[config.mk]
export PLATFORM = sky130hd
export DESIGN_NAME = stopwatch_dp_flat
export DESIGN_NICKNAME = d
export VERILOG_FILES = /design/src/rtl/stopwatch_dp_if.sv /design/src/rtl/stopwatch_dp.sv /design/src/flat_wrapper.sv
export SDC_FILE = /design/constraint.sdc
export NUM_CORES = 1
export LEC_CHECK = 0
export ABC_AREA = 0
export BUFFER_PORTS_ARGS = -buffer_cell sky130_fd_sc_hd__buf_2
export CORE_ASPECT_RATIO = 0.8
export CORE_MARGIN = 2
export CORE_UTILIZATION = 62
export CTS_CLUSTER_SIZE = 40
export DETAILED_ROUTE_END_ITERATION = 8
export GPL_ROUTABILITY_DRIVEN = 0
export HOLD_SLACK_MARGIN = 0.06
export PLACE_DENSITY = 0.92
export SYNTH_ARGS = -nofsm -noshare
export SYNTH_HDL_FRONTEND = slang
export SYNTH_SLANG_ARGS = --single-unit
export TNS_END_PERCENT = 30
[constraint.sdc]
create_clock -name clk -period 4 [get_ports clk]
set_clock_uncertainty 0.1 [all_clocks]
set_input_delay 0.4 -clock clk [delete_from_list [all_inputs] [get_ports clk]]
set_output_delay 0.4 -clock clk [all_outputs]
set_load 0.02 [all_outputs]
[src/rtl/stopwatch_dp_if.sv]
// Control/datapath bus for the stopwatch datapath: run/clear levels in,
// binary time digit-groups and the centisecond tick out.
interface stopwatch_dp_if;
  logic       i_run;
  logic       i_clear;
  logic [6:0] o_msec;
  logic [5:0] o_sec;
  logic [5:0] o_min;
  logic [4:0] o_hour;
  logic       o_tick;

  modport master (output i_run, i_clear, input o_msec, o_sec, o_min, o_hour, o_tick);
  modport slave  (input i_run, i_clear, output o_msec, o_sec, o_min, o_hour, o_tick);
endinterface

[src/rtl/stopwatch_dp.sv]
// Stopwatch datapath: prescaled centisecond counter with a same-edge
// carry chain into sec/min/hour.
module stopwatch_dp #(
  parameter int unsigned CLK_FREQ = 100_000_000,
  parameter int unsigned TICK_HZ  = 100
) (
  input  logic                 clk,
  input  logic                 reset,
  stopwatch_dp_if.slave        bus
);

  localparam int unsigned DIV = CLK_FREQ / TICK_HZ;
  localparam int unsigned PW  = $clog2(DIV);

  logic [PW-1:0] presc;
  logic          presc_last_c;
  logic          msec_wrap_c;
  logic          sec_wrap_c;
  logic          min_wrap_c;
  logic          hour_wrap_c;

  always_comb begin
    presc_last_c = (presc == PW'(DIV - 1));
    msec_wrap_c  = (bus.o_msec == 7'd99);
    sec_wrap_c   = (bus.o_sec  == 6'd59);
    min_wrap_c   = (bus.o_min  == 6'd59);
    hour_wrap_c  = (bus.o_hour == 5'd23);
  end

  // Clear beats run; hold leaves the prescaler phase untouched so a
  // pause never discards a partial tick.
  always_ff @(posedge clk or negedge reset) begin
    if (!reset) begin
      presc      <= '0;
      bus.o_msec <= '0;
      bus.o_sec  <= '0;
      bus.o_min  <= '0;
      bus.o_hour <= '0;
      bus.o_tick <= 1'b0;
    end else if (bus.i_clear) begin
      presc      <= '0;
      bus.o_msec <= '0;
      bus.o_sec  <= '0;
      bus.o_min  <= '0;
      bus.o_hour <= '0;
      bus.o_tick <= 1'b0;
    end else begin
      bus.o_tick <= 1'b0;
      if (bus.i_run) begin
        if (presc_last_c) begin
          presc      <= '0;
          bus.o_tick <= 1'b1;
          // Whole carry chain resolves in the tick edge.
          if (msec_wrap_c) begin
            bus.o_msec <= '0;
            if (sec_wrap_c) begin
              bus.o_sec <= '0;
              if (min_wrap_c) begin
                bus.o_min  <= '0;
                bus.o_hour <= hour_wrap_c ? 5'd0 : bus.o_hour + 5'd1;
              end else begin
                bus.o_min <= bus.o_min + 6'd1;
              end
            end else begin
              bus.o_sec <= bus.o_sec + 6'd1;
            end
          end else begin
            bus.o_msec <= bus.o_msec + 7'd1;
          end
        end else begin
          presc <= presc + PW'(1);
        end
      end
    end
  end

endmodule

[src/flat_wrapper.sv]
// flat-port wrapper written by rule: the top's interface ports become plain ports
module stopwatch_dp_flat 
#(
  parameter int unsigned CLK_FREQ = 100_000_000,
  parameter int unsigned TICK_HZ  = 100
)
  (clk, reset, bus_i_run, bus_i_clear, bus_o_msec, bus_o_sec, bus_o_min, bus_o_hour, bus_o_tick);
  stopwatch_dp_if bus_i ();
  input  logic clk;
  input  logic reset;
  input wire logic [$bits(bus_i.i_run)-1:0] bus_i_run;
  input wire logic [$bits(bus_i.i_clear)-1:0] bus_i_clear;
  output wire logic [$bits(bus_i.o_msec)-1:0] bus_o_msec;
  output wire logic [$bits(bus_i.o_sec)-1:0] bus_o_sec;
  output wire logic [$bits(bus_i.o_min)-1:0] bus_o_min;
  output wire logic [$bits(bus_i.o_hour)-1:0] bus_o_hour;
  output wire logic [$bits(bus_i.o_tick)-1:0] bus_o_tick;
  assign bus_i.i_run = bus_i_run;
  assign bus_i.i_clear = bus_i_clear;
  assign bus_o_msec = bus_i.o_msec;
  assign bus_o_sec = bus_i.o_sec;
  assign bus_o_min = bus_i.o_min;
  assign bus_o_hour = bus_i.o_hour;
  assign bus_o_tick = bus_i.o_tick;
  stopwatch_dp #(.CLK_FREQ(CLK_FREQ), .TICK_HZ(TICK_HZ)) u_core (.clk(clk), .reset(reset), .bus(bus_i));
endmodule
---- After elaboration in Yosys (flattened, before gate mapping) ----
Cells that the tools add are included.
cells by class
  reductions and logical operators ........ 9
  mux-type cells .......................... 28
  equality and inequality tests ........... 5
  $add $sub $neg .......................... 5
operator list
  cell                                                              number
  6-bit 2-to-1 mux                                                  11
  20-bit 2-to-1 mux                                                 3
  5-bit 2-to-1 mux                                                  7
  7-bit 2-to-1 mux                                                  4
  20-bit by 1-bit adder with 20-bit output (second input constant)  1
  20-bit == test (second input constant)                            1
  6-bit by 1-bit adder with 6-bit output (second input constant)    2
  6-bit == test (second input constant)                             2
  2-bit nonzero test                                                5
  7-bit by 1-bit adder with 7-bit output (second input constant)    1
  7-bit == test (second input constant)                             1
  5-bit by 1-bit adder with 5-bit output (second input constant)    1
  5-bit == test (second input constant)                             1
  5-bit AND reduction                                               1
  4-bit AND reduction                                               1
  1-bit 2-to-1 mux                                                  3
  3-bit AND reduction                                               1
  2-bit AND reduction                                               1
storage, ports and cells
  word-level logic and storage cells ...... 53
  output and inout bits ................... 25
  bits of input ports ..................... 4
  flip-flop bits (word level) ............. 45

---- Depth between registers and ports, before layout ----
  depth in word-level cells ............... 8
  gate-level depth with buffers ........... 8
  mapped depth without buffers ............ 6

---- Worst setup path before layout ----
OpenSTA, ideal clock, no wires.
  kind .................................... register to register
  start ................................... register u_core.bus.o_msec[3]
  end ..................................... register u_core.bus.o_min[2]
  stages on the path, launching flop included .. 7
  setup time .............................. 78 ps
  path buffers ............................ 1
  required time ........................... 3822 ps
  period minus slack after synthesis ...... 2374 ps
  data arrival time ....................... 2196 ps
  setup slack ............................. 1626 ps
  cell sequence ........................... dfrtp_1 or4b_4 nor4_4 nand3_2 buf_6 or4_1 a21oi_1
on the way
  longest elaborated chain between the ends .. 3
ends and longest elaborated chain
  item                                  RTL line               text
  from (decl)                           stopwatch_dp_if.sv:13  modport slave (input i_run, i_clear, output o_msec, o_sec, o_min, o_hour, o_tick);
  from (signal assigned)                stopwatch_dp.sv:68     bus.o_msec <= bus.o_msec + 7'd1;
  7-bit == test                         stopwatch_dp.sv:24     msec_wrap_c = (bus.o_msec == 7'd99);
  2-bit nonzero test (no source line)   --
  4-bit AND reduction (no source line)  --
  to (signal assigned)                  stopwatch_dp.sv:62     bus.o_min <= bus.o_min + 6'd1;
  to (decl)                             stopwatch_dp_if.sv:13
Every way passes these cells.
A chain may end at the register's enable or synchronous reset.

---- Final worst setup path ----
  start ................................... register u_core.presc[6]
  end ..................................... register u_core.bus.o_min[5]
on the way
  longest elaborated chain between the ends .. 3
ends and longest elaborated chain
  item                                  RTL line            text
  from (decl)                           stopwatch_dp.sv:15  logic [PW-1:0] presc;
  from (signal assigned)                stopwatch_dp.sv:71  presc <= presc + PW'(1);
  20-bit == test                        stopwatch_dp.sv:23  presc_last_c = (presc == PW'(DIV - 1));
  2-bit nonzero test (no source line)   --
  4-bit AND reduction (no source line)  --
Every way passes these cells.

==> impl_metrics.ini <==
[critical_path]
crit_slowest_cell = nor2b_1
critPathCaptureType = flip-flop
cp.required_ps = 4120
crit_chain = nor4bb_1 > nor2b_1 > nand3_2 > or4_1 > a21oi_1
rr_endpoint = u_core.bus.o_min[5]
setup.worst_path.class = flip-flop to flip-flop
reg2reg_from = u_core.presc[6]
slowest_delay_ps = 710
path_max_fanout = 11
cp-start-kind = flip-flop
rr_worst_depth = 5
r2r_slack_ps = 1180
cp.arrival_ps = 2940

[drt]
drtIter0Drc = 109
drc = 0
wl_met1_um = 2460
vias = 2120
drtAntennaViolNets = 0
routedWlPerCell_um = 14.8
wl_met3_um = 235
top_layer = met4
routed_wl_um = 5200
vias_per_cell = 6.02
route.met2.wl_um = 2450
first_pass_iters = 4

[synth]
synth_seq_cells = 45
synth_edf_count = 0
yosysSeqAreaShare_pct = 45.3
synthMuxAreaShare_pct = 2.01
postSynth.asyncResetShare_pct = 100
synthesis.instances = 270
netlist_area_um2 = 2490
avgSynthCellArea_um2 = 9.21
synth_ff_type = dfrtp_1
netlist_top_cells_area = dfrtp_1 45%, nor2_1 5.1%, nand3_1 4.6%
synthesis.nets = 279
synthSimpleGateAreaFrac_pct = 32.7
yosys_warnings = 0
synthAdderAreaFrac_pct = 2.52
synth_xor_area_share_pct = 5.28
synth_compound_area_share_pct = 9.41
synth_top_family_by_area = simple AND/OR/NAND/NOR gates
synth_top_cell_by_area = dfrtp_1
synth_top_cell_area_share_pct = 45.3
synth_cell_type_count = 43

[pwr]
power.density_nw_per_um2 = 276
leakage_uw = 0.00121
power.switching_uw = 169
p_seq_share_pct = 60.8
swShare_pct = 22.4
pwr-share-clk_pct = 35.9
peakVddDrop_v = 0.000195
p_int_uw = 585
comb_power_share_pct = 3.3

[floorplan]
fp.dieW_um = 74.8
die_h_um = 60.7
die-area_um2 = 4540
pin_count = 29
rows = 20
coreArea_um2 = 3830
start_util_pct = 65.0

[timing]
timing.fmax_mhz = 355
min_period_ps = 2820
tightestPinTransition_ps = 965
finalHoldViolations = 0
setup_viol = 0
period_share_pct = 70.5
tns_ps = 0
grt_setup_unrepaired = no
drv_slew = 0
relSlewSlack_pct = 35.7

[clock_network]
path_clk_slew_ps = 80
cts-resized-gates = 0
cts_buffers = 5
worstSkewPairLatency_ps = 300
cts.sinks = 45
cts_tree = yes
htree_levels = 2
clockRootBuffer = clkbuf_8
postCtsHoldBufs = 0
clockBufferDepth = 2
cts_setup_buffers = 0

[final_layout]
area_growth_pct = 9.76
diodes = 0
drive_above_1_share_pct = 14.1
final_cells = 352
final_util_pct = 71.3
nets = 305

[global_route]
grt_overflow = 0
antenna_found_initial = 0
grt_pass1_vias = 1937
grt_pass1_wl_um = 8900
grt_usage_pct = 25.9
grt_max_degree = 46

[placement]
io_buffers = 28
hpwlAfterDp_um = 3580
dp_cells = 344

[job]
max_cap_violations = 0

[status]
status = completed

[hold_path]
hold_class = primary input to async pin
## routing by layer
| layer | track usage [%] | up-vias |
|---|---|---|
| met2 | 42.5 | 58 |
| met3 | 4.49 | 7 |
| met4 | 8.42 | 0 |
| met5 | 0 | - |
| met1 | 35.5 | 1028 |
| li1 | - | 1027 |
## sequential cells by signal (all words and copies together) (netlist names)
| register | flops |
|---|---|
| u_core.bus.o_hour | 5 |
| u_core.bus.o_sec | 6 |
| u_core.bus.o_tick | 1 |
| u_core.presc | 20 |
| u_core.bus.o_min | 6 |
| u_core.bus.o_msec | 7 |
## per-stage QoR
stage	setup slack (ps)	hold slack (ps)	total power, uW	instance area, um^2
2_1_floorplan	1630	4.41	480	2490
3_3_place_gp	1290	428	493	2650
3_5_place_dp	1200	448	493	2650
4_1_cts	1170	192	758	2730
5_1_grt	1010	232	784	2730
6_report	1180	149	754	2730
## worst max path at each step
stage                              start                   to  cells past startpoint
global placement        u_core.presc[15]  u_core.bus.o_min[5]                      5
floorplan           u_core.bus.o_msec[3]  u_core.bus.o_min[2]                      6
global route             u_core.presc[6]  u_core.bus.o_min[2]                      5
finish                   u_core.presc[6]  u_core.bus.o_min[5]                      5
CTS                      u_core.presc[6]  u_core.bus.o_min[5]                      5
detailed placement       u_core.presc[6]  u_core.bus.o_min[5]                      5
## cell type report
type / count / area [um^2]
well taps: 55 / 68.8
flip-flops and latches: 45 / 1130
multi-input cells: 210 / 1290
inverters: 6 / 22.5
fillers: 303 / 1100
clock buffers: 8 / 80.1
repair buffers: 28 / 140
## critical path, delay by kind of cell, from the launching register on
| kind | cells | cell delay (ps) |
|---|---|---|
| simple gates | 4 | 2030 |
| compound gates | 1 | 150 |
| flops | 1 | 450 |
## layout by cell type, fill, tap and decap left out, types with 2 or more instances in the layout
cell and count:
a31oi_1 4, a41oi_1 3, nor2_1 34, nor4_4 2, nand3_1 23, nand3_2 2, o21ai_0 12, mux2i_1 5
nand2_1 23, and4_1 2, nor3_1 5, clkbuf_8 5, xor2_1 13, nand2b_1 7, dfrtp_1 45, xnor2_1 2
a21oi_1 18, buf_2 28, inv_1 6, ha_1 5, nor2b_1 6, nand4_1 8, or4_1 6, nand3b_1 2
and3_1 2, clkbuf_1 3, or3_1 10, nor3b_1 2
## kinds of logic (layout without fill, tap and decap cells)
| logic type | after synthesis | count (layout) |
|---|---|---|
| adders and majority gates | 5 | 5 |
| buffers and inverters | 15 | 42 |
| xor gates and xnor gates | 15 | 15 |
| DFF | 45 | 45 |
| muxes | 5 | 5 |
| AOI/OAI and AO/OA | 41 | 41 |
| and+or+nand+nor | 144 | 144 |
## power groups by stage
stage | Combinational, uW | Sequential [uW] | Clock [uW]
floorplan | 12.6 | 467 | 0
global placement | 25.4 | 467 | 0
detailed placement | 25.7 | 467 | 0
CTS | 25.8 | 458 | 274
global route | 29.1 | 459 | 296
finish | 24.9 | 458 | 271
## cells in the mapped netlist, types with 3 or more instances
library cell,n
nor2b_1,6
inv_1,6
or3_1,10
a21oi_1,18
o21ai_0,12
nor2_1,34
or4_1,6
mux2i_1,5
nand3_1,23
ha_1,5
xor2_1,13
nor3_1,5
nand2_1,23
a41oi_1,3
a31oi_1,4
clkbuf_1,6
nand4_1,8
dfrtp_1,45
nand2b_1,7
(Power assumes the default switching activity.)
